`config.mk`:
```
export PLATFORM = sky130hd
export DESIGN_NAME = mulmod_reduce_seq_flat
export DESIGN_NICKNAME = d
export VERILOG_FILES = /design/src/rtl/mulmod_reduce_seq_if.sv /design/src/rtl/mulmod_reduce_seq.sv /design/src/flat_wrapper.sv
export SDC_FILE = /design/constraint.sdc
export NUM_CORES = 1
export LEC_CHECK = 0
export BUFFER_PORTS_ARGS = -buffer_cell sky130_fd_sc_hd__buf_2
export CAP_MARGIN = 40
export CORE_AREA = 2 2 146 290
export DETAILED_ROUTE_END_ITERATION = 8
export DIE_AREA = 0 0 148 292
export MAX_ROUTING_LAYER = met4
export PLACE_DENSITY_LB_ADDON = 0.3
export SLEW_MARGIN = 20
export SYNTH_ARGS = -nofsm -noshare
export SYNTH_HDL_FRONTEND = slang
export SYNTH_SLANG_ARGS = --single-unit
```
`constraint.sdc`:
```
create_clock -name clk -period 3.9 [get_ports clk]
set_input_delay 0.195 -clock clk [delete_from_list [all_inputs] [get_ports clk]]
set_output_delay 0.195 -clock clk [all_outputs]
set_load 0.1 [all_outputs]
```
`src/rtl/mulmod_reduce_seq_if.sv`:
```
// Handshake bundle for the Goldilocks reduction sequencer.
//   in_valid / in_ready / mul_in    : product intake (producer -> reducer)
//   out_valid / out_ready / res_out : canonical residue (reducer -> consumer)
// master = producer/consumer side, slave = reducer side.
interface mulmod_reduce_seq_if #(
    parameter int P_WIDTH  = 64,
    parameter int PD_WIDTH = 128
);
    logic                in_valid;
    logic                in_ready;
    logic [PD_WIDTH-1:0] mul_in;
    logic                out_valid;
    logic                out_ready;
    logic [P_WIDTH-1:0]  res_out;

    modport master (
        output in_valid, mul_in, out_ready,
        input  in_ready, out_valid, res_out
    );

    modport slave (
        input  in_valid, mul_in, out_ready,
        output in_ready, out_valid, res_out
    );
endinterface

```
`src/rtl/mulmod_reduce_seq.sv`:
```
// Multi-cycle reduction of a 128-bit product modulo P = 2^64 - 2^32 + 1.
// The product is split into 32-bit words x3..x0 and folded using
// 2^64 = 2^32 - 1 and 2^96 = -1 (mod P); two fixed correction steps then
// bring the value into [0, P). One reduction in flight, fixed latency.
// Ports:
//   clk  : clock, rising edge
//   rst  : synchronous active-high reset
//   bus  : slave side of mulmod_reduce_seq_if (in/out valid-ready, mul_in, res_out)
//   busy : high whenever the sequencer is not idle (registered)
module mulmod_reduce_seq #(
    parameter int                 P_WIDTH  = 64,
    parameter int                 W_WIDTH  = 32,
    parameter int                 PD_WIDTH = 128,
    parameter logic [P_WIDTH-1:0] MODULUS  = 64'hFFFF_FFFF_0000_0001
) (
    input  logic                 clk,
    input  logic                 rst,
    mulmod_reduce_seq_if.slave   bus,
    output logic                 busy
);
    // Three guard bits: accumulated value reaches 2^65 and the SUB step can go negative.
    localparam int A_WIDTH = P_WIDTH + 3;

    typedef enum logic [2:0] {
        IDLE,
        ACC,
        SUB,
        FIX1,
        FIX2,
        DONE
    } state_t;

    state_t               state;
    logic [W_WIDTH-1:0]   x0, x1, x2, x3;
    logic [A_WIDTH-1:0]   acc;
    logic [A_WIDTH-1:0]   acc_fixed;
    logic [A_WIDTH-1:0]   mod_ext;

    function automatic logic [A_WIDTH-1:0] ext(input logic [W_WIDTH-1:0] w);
        return A_WIDTH'(w);
    endfunction

    assign mod_ext = A_WIDTH'(MODULUS);

    // One correction step: the MSB of acc is the two's-complement sign.
    always_comb begin
        acc_fixed = acc;
        if (acc[A_WIDTH-1]) begin
            acc_fixed = acc + mod_ext;
        end else if (acc >= mod_ext) begin
            acc_fixed = acc - mod_ext;
        end
    end

    always_ff @(posedge clk) begin
        if (rst) begin
            state         <= IDLE;
            x0            <= '0;
            x1            <= '0;
            x2            <= '0;
            x3            <= '0;
            acc           <= '0;
            bus.in_ready  <= 1'b1;
            bus.out_valid <= 1'b0;
            bus.res_out   <= '0;
            busy          <= 1'b0;
        end else begin
            case (state)
                IDLE: begin
                    if (bus.in_valid && bus.in_ready) begin
                        x0           <= bus.mul_in[0 +: W_WIDTH];
                        x1           <= bus.mul_in[W_WIDTH +: W_WIDTH];
                        x2           <= bus.mul_in[2*W_WIDTH +: W_WIDTH];
                        x3           <= bus.mul_in[PD_WIDTH-W_WIDTH +: W_WIDTH];
                        bus.in_ready <= 1'b0;
                        busy         <= 1'b1;
                        state        <= ACC;
                    end
                end
                ACC: begin
                    // x2*2^64 folds to x2*(2^32 - 1).
                    acc   <= ext(x0) + (ext(x1) << W_WIDTH) + (ext(x2) << W_WIDTH) - ext(x2);
                    state <= SUB;
                end
                SUB: begin
                    // x3*2^96 folds to -x3.
                    acc   <= acc - ext(x3);
                    state <= FIX1;
                end
                FIX1: begin
                    acc   <= acc_fixed;
                    state <= FIX2;
                end
                FIX2: begin
                    acc   <= acc_fixed;
                    state <= DONE;
                end
                DONE: begin
                    // First DONE cycle publishes the result; later cycles wait for the consumer.
                    if (!bus.out_valid) begin
                        bus.out_valid <= 1'b1;
                        bus.res_out   <= acc[P_WIDTH-1:0];
                    end else if (bus.out_ready) begin
                        bus.out_valid <= 1'b0;
                        bus.in_ready  <= 1'b1;
                        busy          <= 1'b0;
                        state         <= IDLE;
                    end
                end
                default: begin
                    bus.out_valid <= 1'b0;
                    bus.in_ready  <= 1'b1;
                    busy          <= 1'b0;
                    state         <= IDLE;
                end
            endcase
        end
    end
endmodule

```
`src/flat_wrapper.sv`:
```
// flat-port wrapper written by rule: the top's interface ports become plain ports
module mulmod_reduce_seq_flat 
#(
    parameter int                 P_WIDTH  = 64,
    parameter int                 W_WIDTH  = 32,
    parameter int                 PD_WIDTH = 128,
    parameter logic [P_WIDTH-1:0] MODULUS  = 64'hFFFF_FFFF_0000_0001
)
  (clk, rst, busy, bus_in_valid, bus_mul_in, bus_out_ready, bus_in_ready, bus_out_valid, bus_res_out);
  mulmod_reduce_seq_if #(.P_WIDTH(P_WIDTH), .PD_WIDTH(PD_WIDTH)) bus_i ();
  input  logic clk;
  input  logic rst;
  output logic busy;
  input wire logic [$bits(bus_i.in_valid)-1:0] bus_in_valid;
  input wire logic [$bits(bus_i.mul_in)-1:0] bus_mul_in;
  input wire logic [$bits(bus_i.out_ready)-1:0] bus_out_ready;
  output wire logic [$bits(bus_i.in_ready)-1:0] bus_in_ready;
  output wire logic [$bits(bus_i.out_valid)-1:0] bus_out_valid;
  output wire logic [$bits(bus_i.res_out)-1:0] bus_res_out;
  assign bus_i.in_valid = bus_in_valid;
  assign bus_i.mul_in = bus_mul_in;
  assign bus_i.out_ready = bus_out_ready;
  assign bus_in_ready = bus_i.in_ready;
  assign bus_out_valid = bus_i.out_valid;
  assign bus_res_out = bus_i.res_out;
  mulmod_reduce_seq #(.P_WIDTH(P_WIDTH), .W_WIDTH(W_WIDTH), .PD_WIDTH(PD_WIDTH), .MODULUS(MODULUS)) u_core (.clk(clk), .rst(rst), .bus(bus_i), .busy(busy));
endmodule
```
# After elaboration in Yosys (flattened, before gate mapping)
# Index checks and enable logic that the tools add are counted.
[classes] addsub=6 n_lt_le_gt_ge=1 eq_ne=9 n_mux=18 n_bitwise=2 reduce_logical=11
[ops] operator="$pmux 67 s3" n=1
[ops] operator="$mux 67" n=2
[ops] operator="$sub 67x32->67" n=2
[ops] operator="$add 67x64->67" n=1
[ops] operator="$add 67x64->67 const B" n=1
[ops] operator="$ge 67x64->1 const B" n=1
[ops] operator="$sub 67x64->67 const B" n=1
[ops] operator="$add 32x64->65" n=1
[ops] operator="$pmux 3 s6" n=1
[ops] operator="$mux 3" n=3
[ops] operator="$mux 1" n=8
[ops] operator="$eq 3x2->1 const B" n=2
[ops] operator="$eq 3x3->1 const B" n=2
[ops] operator="$pmux 1 s3" n=2
[ops] operator="$reduce_and 2->1" n=3
[ops] operator="$reduce_or 5->1" n=1
[ops] operator="$ne 2x1->1 const B" n=2
[ops] operator="$reduce_and 4->1" n=1
[ops] operator="$reduce_or 4->1" n=1
[ops] operator="$eq 3x1->1 const B" n=1
[ops] operator="$logic_not 3->1" n=1
[ops] operator="$ne 3x1->1 const B" n=1
[ops] operator="$reduce_and 3->1" n=1
[ops] operator="$reduce_bool 3->1" n=1
[ops] operator="other kinds (5)" n=6
[totals] reg_bits=265 out_inout_bits=67 wordCells=58

# Longest topological paths before layout
[depth] word_depth=4 mapped_depth=15 ltp_nobuf=15

# Worst setup path after synthesis
# OpenSTA, ideal clock, no wires.
[synth_timing] path_type="reg-to-reg" start="register u_core.x2[1]" end="register u_core.acc[57]" setup_time_ps=132 arrival_ps=3459 required_time_ps=3768 path_slack_ps=309 stages_incl_launch_ff=15 n_path_buf=0 path_cell_list="dfxtp_1 > inv_1 > ha_1 > ha_1 > fa_1 > a21oi_1 > o221ai_1 > a41oi_1 > o311ai_0 > a31oi_1 > a31oi_1 > a21boi_0 > xnor2_1 > a211oi_1 > nor3_1"
[synth_via] elab_chain_len=3
[synth_rtl] element="start, declared" line_no="mulmod_reduce_seq.sv:34" text="logic [W_WIDTH-1:0] x0, x1, x2, x3;"
[synth_rtl] element="start signal, assigned" line_no="mulmod_reduce_seq.sv:73" text="x2 <= bus.mul_in[2*W_WIDTH +: W_WIDTH];"
[synth_rtl] element="$add 67x64->67" line_no="mulmod_reduce_seq.sv:82" text="acc <= ext(x0) + (ext(x1) << W_WIDTH) + (ext(x2) << W_WIDTH) - ext(x2);"
[synth_rtl] element="$sub 67x32->67 (*)" line_no="mulmod_reduce_seq.sv:82"
[synth_rtl] element="$pmux 67 s3 (*)" line_no="mulmod_reduce_seq.sv:68" text="case (state)"
[synth_rtl] element="end signal, assigned" line_no="mulmod_reduce_seq.sv:82"
[synth_rtl] element="end signal, assigned" line_no="mulmod_reduce_seq.sv:87" text="acc <= acc - ext(x3);"
[synth_rtl] element="end signal, assigned" line_no="mulmod_reduce_seq.sv:91" text="acc <= acc_fixed;"
[synth_rtl] element="end, declared" line_no="mulmod_reduce_seq.sv:35" text="logic [A_WIDTH-1:0] acc;"
# Mark *: on every way between the ends. The rest lies on a longest branch, timed or not.
# A chain may end at the register's enable or synchronous reset.

# Worst setup path in the final report
[layout_timing] start="register u_core.acc[0]" end="register u_core.acc[34]"
[layout_via] elab_chain_len=4 elab_cells_between_ends=9 classes_between="3 x add/sub; 1 x order compare; 1 x eq/ne; 3 x mux; 1 x reduce/logical"
[layout_rtl] element="$sub 67x64->67" line_no="mulmod_reduce_seq.sv:51" text="acc_fixed = acc - mod_ext;"
[layout_rtl] element="$mux 67" line_no="mulmod_reduce_seq.sv:50" text="end else if (acc >= mod_ext) begin"
[layout_rtl] element="$mux 67" line_no="mulmod_reduce_seq.sv:48" text="if (acc[A_WIDTH-1]) begin"
[layout_rtl] element="$pmux 67 s3" line_no="mulmod_reduce_seq.sv:68"
# Several ways; a longest one is shown, not always the timed one. The select of a mux whose other input is x is not followed.

==> summary.md <==
| Metric | Value |
|---|---|
| Initial core utilization | 0.495 |
| Buffers on Ports | 198 |
| Most common cell on crit path | a22oi_1 |
| Ratio of cells with drive above 1 in the final layout | 0.150 |
| Comb pwr share | 0.703 |
| Synth Area per Inst | 6.94 um^2 |
| WHS | 30.6 ps |
| Inserted Clock Buffers | 26 |
| P_leak | 10.5 nW |
| CP max stage cell | a211oi_1 |
| Syn Inst Count | between 2000 and 3000 |
| Num rows | 105 |
| Final Core Density | 0.612 |
| Setup crit end kind | flop |
| CP Launch Type | flop |
| Die area | between 40000 and 50000 um^2 |
| Post-synth top area cell | dfxtp_1 |
| Reg-to-Reg Start | u_core.acc[0] |
| Fin. Hold Viols | 0 |
| Internal power | between 10 and 15 mW |
| FF+latch count, synth | 265 |
| Initial DRC Count | ~1600 |
| Worst IR Drop VDD | 0.436 mV |
| Total routed wirelength | roughly 85 mm |
| Critical Path Source | u_core.acc[0] |
| Most numerous cell in the Yosys netlist | nand2_1 |
| Status | finished clean |
| CTS tree | yes |
| All-Layer GR Usage | 0.388 |
| Final Max Tran Viols | 0 |
| Number of synthesized flops with an enable pin | 0 |
| Synth Cell Area | 20300 um^2 |
| Vias in the first global route | 22600 |
| Actual slew at the worst max-slew pin | 850 ps |
| Hold Path Origin | bus_mul_in[36] |
| Largest net degree at the start of global routing | about 130 |
| RSZ-0062 raised after global routing | true |
| Max capacitance violation total | 0 |
| Worst skew pair latency | 600 ps |
| WP data required | 4430 ps |
| Total number of yosys warnings | 0 |
| Hold Crit Class | in -> reg |
| Yosys top cell area share | 0.262 |
| Sequential power share | 0.174 |
| Asr flop ratio synth | 0 |
| Setup violations, final | 0 |
| Synth top area cells | dfxtp_1 26%, nand2_1 10%, ha_1 10% |
| Setup TNS | 0 ps |
| CTS sink cnt | 265 |
| Clock Root Buffer | clkbuf_16 |
| Pre-Repair DR Iteration Count | 9 |
| Sw Pwr | 11.6 mW |
| Post-DP HPWL | 64.5 mm |
| Fraction of power spent switching nets | 0.518 |
| Drt drc | 0 |
| Clock buffer depth | 3 |
| Arrival @ worst endpoint | 4300 ps |
| Seq/Total Area, Yosys | 0.262 |
| WS Path Type | reg -> reg |
| Power density cells | 894 nW/um^2 |
| Synth cell count leaders | 567 x nand2_1, 389 x a21oi_1, 265 x dfxtp_1 |
| Netlist cell types | between 80 and 90 |
| Clock skew | 39.6 ps |
| Synth Flop Type | dfxtp_1 |
| CP max FO | 5 |
| Clock slew at reported path FFs | 70 ps |
| Rel. slew slack | 0.430 |
| Drt wl/cell | 22.1 um |
| Chip width | between 100 and 150 um |
| P&R area growth vs syn | 23.6% |
| Final cycle utilization of the critical path | 0.967 |
| Clock share of power | 0.122 |
| Core area | 41000 um^2 |
| Min Clock Period, post-route | between 3000 and 4000 ps |
| Max stage delay on crit path | 730 ps |
| First-pass GRT wire length | ~130 mm |
| RD Place Congestion | 1.05 |
| Critical path, cell by cell | inv_1 > ha_1 > fa_1 > nand2b_1 > a21oi_1 > o21ai_0 > o22ai_1 > a311o_1 > a211oi_1 > buf_4 > a22oi_1 > o221ai_1 > a22oi_1 > nor2_1 |
| Post-synthesis net count | 3220 |
| Die Y-Extent | 292 um |
| Vias/cell | 6.08 |
| Number of I/O pins | 199 |
| Total number of H-tree levels | 1 |
| Nets | ~3600 |
| Design Power | 22.4 mW |
| F_max | 265 MHz |
| GRT overflow | 0 |
| Initial antenna violation count | 1 |
| Vias | 23300 |
| Final antenna-violating net count | 0 |
critical path, delay by kind of cell, from the launching register on:
| kind | cells | cell delay (ps) |
|---|---|---|
| AOI/OAI and AO/OA | 8 | 2240 |
| adders and majority gates | 2 | 460 |
| and+or+nand+nor | 2 | 280 |
| buffers and inverters | 2 | 410 |
| DFF | 1 | 310 |
repair_timing:
action | in CTS | in global routing
gates resized for setup | 3 | 21
hold buffers | 127 | 0
hold endpoints to repair | 127 | 0
buffers inserted | 0 | 1
pin swaps | 0 | 1
endpoints found under the setup margin | 4 | 20
layout make-up:
type,instances,area (um^2)
tap,535,669
timing repair buffer,522,3850
clock buffer,31,709
clock inverter,17,195
multi-input combinational,2262,13600
inverter,199,747
fill,3733,15900
sequential,265,5310
antenna,1,2.50
per-stage QoR:
step | cells | setup WS, ps | area (um^2)
2_1_floorplan | 2924 | 309 | 20300
3_3_place_gp | 3652 | -82.0 | 22800
3_5_place_dp | 3655 | -184 | 22800
4_1_cts | 3830 | 3.44 | 25000
5_1_grt | 3832 | -9.28 | 25100
6_report | 3832 | 129 | 25100
kinds of logic (layout without fill, tap and decap cells):
kind of cell,count (synthesis),after routing,share of synthesized area
AOI/OAI and AO/OA,851,851,0.256
xor gates and xnor gates,121,121,0.0522
adders and majority gates,164,164,0.102
buffers and inverters,397,769,0.0746
DFF,265,265,0.262
muxes,8,8,0.00413
other,0,1,0
and+or+nand+nor,1118,1118,0.250
power by group through the flow:
stage	Clock [mW]	Combinational, mW	Sequential, mW
3_3_place_gp	0	15.0	3.91
3_5_place_dp	0	15.1	3.91
2_1_floorplan	0	9.86	3.64
4_1_cts	2.78	15.3	3.86
5_1_grt	2.87	16.9	3.94
6_report	2.74	15.8	3.91
worst paths after layout:
kind         slack, ps               endpoint  cells past startpoint
min reg2reg        450  u_core.bus.res_out[3]                      2
max                130         u_core.acc[34]                     14
max reg2reg        130         u_core.acc[34]                     14
min                 30           u_core.x1[4]                      3
sequential cells by signal, indices dropped and copies added, names as in the netlist:
register              count
u_core.state              3
u_core.busy               1
u_core.x3                32
u_core.bus.in_ready       1
u_core.bus.res_out       64
u_core.bus.out_valid      1
u_core.x0                32
u_core.x1                32
u_core.x2                32
u_core.acc               67
placed cells by master, fill, tap and decap left out, types with 9 or more instances in the layout:
cell type / instances
a211oi_1: 36
a21o_1: 29
a21oi_1: 386
a221o_1: 9
a221oi_1: 13
a22oi_1: 16
a311oi_1: 9
a31oi_1: 36
a41oi_1: 9
and2_1: 15
and3_1: 18
and4_1: 12
buf_2: 198
buf_4: 188
clkbuf_16: 26
dfxtp_1: 265
dlygate4sd3_1: 127
ha_1: 162
inv_1: 199
nand2_1: 566
nand2b_1: 22
nand3_1: 50
nand3b_1: 12
nand4_1: 46
nor2_1: 179
nor2b_1: 15
nor3_1: 87
nor4_1: 29
o211ai_1: 14
o21a_1: 9
o21ai_0: 133
o21bai_1: 20
o221ai_1: 11
o22ai_1: 23
o32ai_1: 17
or3_1: 24
or4_1: 10
xnor2_1: 71
xor2_1: 50
per-layer routing:
metal | vias to the layer above | part of all wire | GRT usage
li1 | 11000 | - | -
met1 | 10900 | 0.35 | 0.401
met2 | 1061 | 0.51 | 0.688
met3 | 305 | 0.057 | 0.0386
met4 | 0 | 0.082 | 0.260
met5 | - | 0 | -
Note: power is estimated with default switching activity, not from simulation.
